--- config.mk ---
export PLATFORM = sky130hd
export DESIGN_NAME = stair_scroll_engine
export DESIGN_NICKNAME = d
export VERILOG_FILES = /design/src/rtl/stair_pkg.sv /design/src/rtl/pixel_scan_counter.sv /design/src/rtl/stair_scroll_engine.sv
export SDC_FILE = /design/constraint.sdc
export NUM_CORES = 1
export LEC_CHECK = 0
export ABC_CLOCK_PERIOD_IN_PS = 4350
export CORE_MARGIN = 4
export CORE_UTILIZATION = 29
export CTS_BUF_LIST = sky130_fd_sc_hd__clkbuf_4 sky130_fd_sc_hd__clkbuf_8
export DETAILED_ROUTE_END_ITERATION = 10
export MAX_ROUTING_LAYER = met4
export PLACE_DENSITY = 0.51
export SLEW_MARGIN = 20
export SYNTH_ARGS = -nofsm -noshare
export SYNTH_HDL_FRONTEND = slang
export SYNTH_SLANG_ARGS = --single-unit
--- constraint.sdc ---
create_clock -name clock -period 4.35 [get_ports clock]
set_input_delay 1.0875 -clock clock [delete_from_list [all_inputs] [get_ports clock]]
set_output_delay 1.0875 -clock clock [all_outputs]
set_load 0.005 [all_outputs]
--- src/rtl/stair_pkg.sv ---
// Shared types and constants for the stair scroll engine.
package stair_pkg;

  typedef enum logic [2:0] {
    IDLE  = 3'd0,
    ARM   = 3'd1,
    DRAW  = 3'd2,
    WAIT  = 3'd3,
    ERASE = 3'd4,
    MOVE  = 3'd5
  } state_t;

  localparam int BLACK = 0;

  // Row a stair jumps to after scrolling off the top of the screen.
  function automatic int wrap_target(input int screen_h, input int stair_h);
    return screen_h - stair_h;
  endfunction

endpackage

--- src/rtl/pixel_scan_counter.sv ---
// Nested col/row/stair counter used for both the draw and the erase pass.
module pixel_scan_counter #(
  parameter int COLS  = 40,
  parameter int ROWS  = 5,
  parameter int COUNT = 2,
  localparam int CW = (COLS  > 1) ? $clog2(COLS)  : 1,
  localparam int RW = (ROWS  > 1) ? $clog2(ROWS)  : 1,
  localparam int KW = (COUNT > 1) ? $clog2(COUNT) : 1
) (
  input  logic          clock,
  input  logic          reset_n,
  input  logic          enable,
  input  logic          clear,
  output logic [CW-1:0] col,
  output logic [RW-1:0] row,
  output logic [KW-1:0] k,
  output logic          last
);

  logic col_end, row_end, k_end;

  assign col_end = (col == CW'(COLS - 1));
  assign row_end = (row == RW'(ROWS - 1));
  assign k_end   = (k == KW'(COUNT - 1));
  assign last    = col_end && row_end && k_end;

  always_ff @(posedge clock) begin
    if (!reset_n || clear) begin
      col <= '0;
      row <= '0;
      k   <= '0;
    end else if (enable) begin
      if (col_end) begin
        col <= '0;
        if (row_end) begin
          row <= '0;
          k   <= k_end ? '0 : k + KW'(1);
        end else begin
          row <= row + RW'(1);
        end
      end else begin
        col <= col + CW'(1);
      end
    end
  end

endmodule

--- src/rtl/stair_scroll_engine.sv ---
// Draws, erases and scrolls N_STAIRS rectangles on the VGA pixel stream.
// Optional per-stair colour palette enabled by defining STAIR_PALETTE_EN.
module stair_scroll_engine
  import stair_pkg::*;
#(
  parameter int N_STAIRS        = 2,
  parameter int STAIR_W         = 40,
  parameter int STAIR_H         = 5,
  parameter int X_W             = 8,
  parameter int Y_W             = 7,
  parameter int COLOUR_W        = 3,
  parameter int SCREEN_W        = 160,
  parameter int SCREEN_H        = 120,
  parameter int FRAME_DIV       = 833334,
  parameter int FRAMES_PER_STEP = 4
) (
  input  logic                    clock,
  input  logic                    reset_n,
  input  logic                    go,
  input  logic [N_STAIRS*X_W-1:0] init_x,
  input  logic [N_STAIRS*Y_W-1:0] init_y,
  input  logic [COLOUR_W-1:0]     fg_colour,
  output logic [X_W-1:0]          x,
  output logic [Y_W-1:0]          y,
  output logic [COLOUR_W-1:0]     colour,
  output logic                    plot,
  output logic                    busy,
  output logic                    step_done,
  output state_t                  dbg_state
);

  localparam int CW     = (STAIR_W > 1) ? $clog2(STAIR_W) : 1;
  localparam int RW     = (STAIR_H > 1) ? $clog2(STAIR_H) : 1;
  localparam int KW     = (N_STAIRS > 1) ? $clog2(N_STAIRS) : 1;
  localparam int FDW    = (FRAME_DIV > 1) ? $clog2(FRAME_DIV) : 1;
  localparam int FPW    = (FRAMES_PER_STEP > 1) ? $clog2(FRAMES_PER_STEP) : 1;
  localparam int WRAP_Y = wrap_target(SCREEN_H, STAIR_H);

  state_t             state;
  logic [X_W-1:0]     pos_x [N_STAIRS];
  logic [Y_W-1:0]     pos_y [N_STAIRS];
  logic [FDW-1:0]     div_cnt;
  logic [FPW-1:0]     tick_cnt;
  logic               scanning;
  logic [CW-1:0]      col;
  logic [RW-1:0]      row;
  logic [KW-1:0]      k;
  logic               last;
  logic [X_W:0]       x_sum;
  logic [Y_W-1:0]     y_sum;
  logic [COLOUR_W-1:0] draw_colour;

  assign dbg_state = state;
  assign scanning  = (state == DRAW) || (state == ERASE);

  pixel_scan_counter #(
    .COLS  (STAIR_W),
    .ROWS  (STAIR_H),
    .COUNT (N_STAIRS)
  ) u_scan (
    .clock   (clock),
    .reset_n (reset_n),
    .enable  (scanning),
    .clear   (!scanning),
    .col     (col),
    .row     (row),
    .k       (k),
    .last    (last)
  );

  // x_sum keeps the carry so columns past the right edge can be clipped.
  always_comb begin
    x_sum = {1'b0, pos_x[k]} + (X_W+1)'(col);
    y_sum = pos_y[k] + Y_W'(row);
  end

`ifdef STAIR_PALETTE_EN
  logic [COLOUR_W-1:0] pal_colour;
  always_comb begin
    pal_colour  = fg_colour + COLOUR_W'(k);
    draw_colour = (pal_colour == '0) ? fg_colour : pal_colour;
  end
`else
  assign draw_colour = fg_colour;
`endif

  always_ff @(posedge clock) begin
    if (!reset_n) begin
      state     <= IDLE;
      busy      <= 1'b0;
      step_done <= 1'b0;
      div_cnt   <= '0;
      tick_cnt  <= '0;
      for (int i = 0; i < N_STAIRS; i++) begin
        pos_x[i] <= '0;
        pos_y[i] <= '0;
      end
    end else begin
      step_done <= 1'b0;
      div_cnt   <= '0;
      tick_cnt  <= '0;
      case (state)
        IDLE: if (go) state <= ARM;
        ARM: begin
          if (!go) begin
            state <= DRAW;
            busy  <= 1'b1;
            for (int i = 0; i < N_STAIRS; i++) begin
              pos_x[i] <= init_x[i*X_W +: X_W];
              pos_y[i] <= (init_y[i*Y_W +: Y_W] > Y_W'(WRAP_Y)) ?
                          Y_W'(WRAP_Y) : init_y[i*Y_W +: Y_W];
            end
          end
        end
        DRAW: if (last) state <= WAIT;
        WAIT: begin
          // Frame divider and frame-tick counter both restart on WAIT entry.
          if (div_cnt == FDW'(FRAME_DIV - 1)) begin
            if (tick_cnt == FPW'(FRAMES_PER_STEP - 1)) state <= ERASE;
            else tick_cnt <= tick_cnt + FPW'(1);
          end else begin
            div_cnt  <= div_cnt + FDW'(1);
            tick_cnt <= tick_cnt;
          end
        end
        ERASE: begin
          if (last) begin
            state     <= MOVE;
            step_done <= 1'b1;
          end
        end
        MOVE: begin
          state <= DRAW;
          for (int i = 0; i < N_STAIRS; i++) begin
            pos_y[i] <= (pos_y[i] == '0) ? Y_W'(WRAP_Y) : pos_y[i] - Y_W'(1);
          end
        end
        default: begin
          state <= IDLE;
          busy  <= 1'b0;
        end
      endcase
    end
  end

  always_ff @(posedge clock) begin
    if (!reset_n) begin
      x      <= '0;
      y      <= '0;
      colour <= '0;
      plot   <= 1'b0;
    end else if (scanning) begin
      x      <= x_sum[X_W-1:0];
      y      <= y_sum;
      colour <= (state == ERASE) ? COLOUR_W'(BLACK) : draw_colour;
      plot   <= (x_sum < (X_W+1)'(SCREEN_W));
    end else begin
      plot   <= 1'b0;
    end
  end

endmodule

==> flow_summary_export.csv <==
group,metric,value,unit
floorplanning,floorplan.rows,45,
power_and_ir_drop,irDropWorstVdd,179,µV
timing,setup_ws,1.49,ns
run,maximum_capacitance_violations,0,
timing,setup_total_negative_slack,0,ns
setup_path,cp_data_required_time,4.61,ns
cells_and_area,filler_cell_count,1564,
cells_and_area,synthToLayoutAreaGrowth,22.6,%
synthesis,netlist_instances,482,
synthesis,synthMostInstantiatedCell,"sky130_fd_sc_hd__nor2_1",
cells_and_area,instances_no_fill,733,
cts,cts.sink_count,87,
outcome,run_status,"finished, final reports clean",
floorplanning,core-area,15200,µm²
routing,detail-route-antenna-nets,0,
routing,first_pass_iters,4,
timing,final_hold_viols,0,
placed_design,gp_congestion,0.782,
routing,wirelength_per_cell,14.2,µm
min_path,hp-start,"x[2]$_SDFFE_PN0N_",
timing,finalMaxSlewViolations,0,
placed_design,numPlacedInstances,717,
cts,h-tree-depth,3,
synthesis,synth_nets,538,
cts,max-clock-path-buffers,2,
grt,pin_count_of_the_biggest_net_entering_global_routing,22,
grt,grt_remaining_overflow,0,
setup_path,reg2regPathDepth,8,
cells_and_area,diodes,0,
grt,antenna_found_initial,0,
routing,drcViolationCount,0,
synthesis,number_of_flops_mapped_to_enable_cells_by_yosys,30,
routing,drt_iter0_drc,162,
synthesis,synth_top_cells_by_count,"sky130_fd_sc_hd__nor2_1, sky130_fd_sc_hd__dfxtp_1, sky130_fd_sc_hd__nand2_1, sky130_fd_sc_hd__edfxtp_1, sky130_fd_sc_hd__o21ai_0",
grt,first_global_vias,3499,
setup_path,critical_path_peak_fanout,11,
placed_design,pre_cts_slack,1.26,ns
synthesis,seq_area_frac_synth,0.453,
setup_path,regToRegEndpoint,"plot$_SDFF_PN0_",
cts,cts.hold.buffers_added,0,
cts,clk-insertion-delay-late,0.36,ns
floorplanning,floorplan.die_area,17600,µm²
setup_path,reg2reg_setup_slack,1.49,ns
setup_path,worst_setup_path_start_kind,"flip-flop",
placed_design,place.port_buffers,59,
synthesis,count_of_yosys_warnings_during_synthesis,0,
min_path,holdPathEnd,"x[2]$_SDFFE_PN0N_",
synthesis,ys_ff_latch,87,
timing,max-slew-margin-rel,0.480,
timing,tightest_slew,0.780,ns
cts,clock-root-buffer,"sky130_fd_sc_hd__clkbuf_8",
timing,final.setup_skew,0.0105,ns
power_and_ir_drop,p_per_area,306,nW/µm²
synthesis,postSynthAreaPerCell,9.34,µm²
cells_and_area,finalNetCount,596,
placed_design,hpwl,7820,µm
setup_path,worstSetupPathType,"reg -> reg",
synthesis,ys_types,55,
routing,total_wire_length,10400,µm
min_path,hold_path_class,"reg -> reg",
cts,cts_tree,"built",
min_path,hold_depth,2,
synthesis,synth_area_leaders,"sky130_fd_sc_hd__dfxtp_1, sky130_fd_sc_hd__edfxtp_1, sky130_fd_sc_hd__nor2_1, sky130_fd_sc_hd__ha_1, sky130_fd_sc_hd__xnor2_1",
floorplanning,die_boundary_width,133,µm
floorplanning,start_util,0.296,
floorplanning,die_h,133,µm
synthesis,postSynth.asyncResetShare,0,
routing,via_per_inst,4.90,
floorplanning,floorplan.io_pins,60,
timing,grt_setup_unrepaired,"false",
routing,vias,3590,
grt,grt_pass1_wl,17200,µm
power_and_ir_drop,total_power,1.69,mW
cts,cts.reportedPaths.clkPinSlew,0.10,ns
power_and_ir_drop,leakage,1.94,nW
synthesis,yosysTopAreaCellShare,0.253,
synthesis,synth_top_area_cell,"sky130_fd_sc_hd__dfxtp_1",
timing,timing.final.crit_share,0.658,
timing,clock.fmax,349,MHz
setup_path,worst_setup_path_end_kind,"flip-flop",
synthesis,ys_dominant_reg_cell,"sky130_fd_sc_hd__dfxtp_1",
timing,min_period,2.86,ns
cts,post_cts_buffers,0,
grt,globalRouteTotalUtil,0.125,
cells_and_area,layout_cell_share_with_drive_strength_beyond_1,0.0697,
synthesis,synth_area,4500,µm²
timing,final-setup-viol-count,0,
cts,cts_made_buffers,9,
cts,post_cts_resize_count,0,
setup_path,worst_ep_arrival_time,3.13,ns
cells by family (layout without fill, tap and decap cells):
logic type	Yosys count	after routing	share of synthesized area
AND/OR/NAND/NOR	202	202	0.226
AO/OA/AOI/OAI	88	88	0.126
flip-flops	87	87	0.453
XOR/XNOR	38	38	0.0739
buffers and inverters	34	97	0.0320
adder cells (fa/ha/maj)	20	20	0.0589
multiplexers	13	13	0.0306
layout by cell type, fill, tap and decap left out, types with 4 or more instances in the layout:
master / count
sky130_fd_sc_hd__buf_4: 8
sky130_fd_sc_hd__edfxtp_1: 30
sky130_fd_sc_hd__and2_1: 17
sky130_fd_sc_hd__a211oi_1: 5
sky130_fd_sc_hd__mux2_2: 6
sky130_fd_sc_hd__a21o_1: 6
sky130_fd_sc_hd__and4_1: 5
sky130_fd_sc_hd__o21ai_0: 27
sky130_fd_sc_hd__nand4_1: 12
sky130_fd_sc_hd__clkbuf_8: 9
sky130_fd_sc_hd__clkdlybuf4s50_1: 59
sky130_fd_sc_hd__a32o_1: 5
sky130_fd_sc_hd__nand3_1: 23
sky130_fd_sc_hd__nor2b_1: 4
sky130_fd_sc_hd__mux2i_1: 7
sky130_fd_sc_hd__xnor2_1: 21
sky130_fd_sc_hd__or3_1: 5
sky130_fd_sc_hd__dfxtp_1: 57
sky130_fd_sc_hd__inv_1: 13
sky130_fd_sc_hd__nand2_1: 39
sky130_fd_sc_hd__and3_1: 6
sky130_fd_sc_hd__nor2_1: 62
sky130_fd_sc_hd__ha_1: 18
sky130_fd_sc_hd__xor2_1: 17
sky130_fd_sc_hd__nor3_1: 9
sky130_fd_sc_hd__a21oi_1: 22
through the flow:
stage	area, µm²	hold WS [ns]	util
floorplan	4500	0.429	-
global placement	5300	0.442	0.348
detailed placement	5300	0.448	0.348
CTS	5520	0.463	0.363
global route	5520	0.493	0.363
finish	5520	0.455	0.363
routing by layer:
| metal | share of wire | wire, µm | track usage | vias to the layer above |
|---|---|---|---|---|
| li1 | - | - | - | 1837 |
| met2 | 0.46 | 4750 | 0.191 | 63 |
| met5 | 0 | 0 | - | - |
| met3 | 0.033 | 344 | 0.0209 | 8 |
| met4 | 0.011 | 118 | 0.0502 | 0 |
| met1 | 0.50 | 5180 | 0.164 | 1682 |
worst max path at each step:
stage | startpoint | to | slack (ns) | cells past startpoint
after CTS | flip-flop | plot$_SDFF_PN0_ | 1.48 | 8
after global placement | reset_n | pos_x[0][0]$_SDFFCE_PN0P_ | 1.31 | 5
after global routing | flip-flop | plot$_SDFF_PN0_ | 1.19 | 8
after floorplan | flip-flop | plot$_SDFF_PN0_ | 1.86 | 9
final | flip-flop | plot$_SDFF_PN0_ | 1.49 | 8
after detailed placement | reset_n | pos_x[0][5]$_SDFFCE_PN0P_ | 1.26 | 5
cell type report:
class	count	area, µm²	area share
flip-flops and latches	87	2040	0.370
repair buffers	67	651	0.118
clock inverters	7	101	0.0184
clock buffers	9	124	0.0224
multi-input cells	361	2320	0.420
inverters	14	52.6	0.00952
well taps	188	235	0.0426
flip-flops by register name, indices dropped and copies added, names as in the netlist, 2 cells and up, named ones only:
| register | count |
|---|---|
| colour | 3 |
| dbg_state | 3 |
| div_cnt | 20 |
| pos_x | 16 |
| pos_y | 14 |
| tick_cnt | 2 |
| u_scan.col | 6 |
| u_scan.row | 3 |
| x | 8 |
| y | 7 |
where the power goes:
part           switching (mW)  leakage [nW]  total [mW]  internal (mW)
registers              0.0215         0.774       0.889          0.867
logic                  0.0715          1.05       0.154         0.0823
clock network           0.316         0.115       0.647          0.331
critical path, cell delays in order (launching register included):
cell                       delay [ns]
sky130_fd_sc_hd__dfxtp_1         0.69
sky130_fd_sc_hd__buf_4           0.29
sky130_fd_sc_hd__mux2_2          0.35
sky130_fd_sc_hd__ha_1            0.24
sky130_fd_sc_hd__a211oi_1        0.23
sky130_fd_sc_hd__nor2_1          0.12
sky130_fd_sc_hd__o41ai_1         0.52
sky130_fd_sc_hd__a41oi_1         0.20
sky130_fd_sc_hd__o31ai_1         0.12
Power figures use the tool's default switching activity.
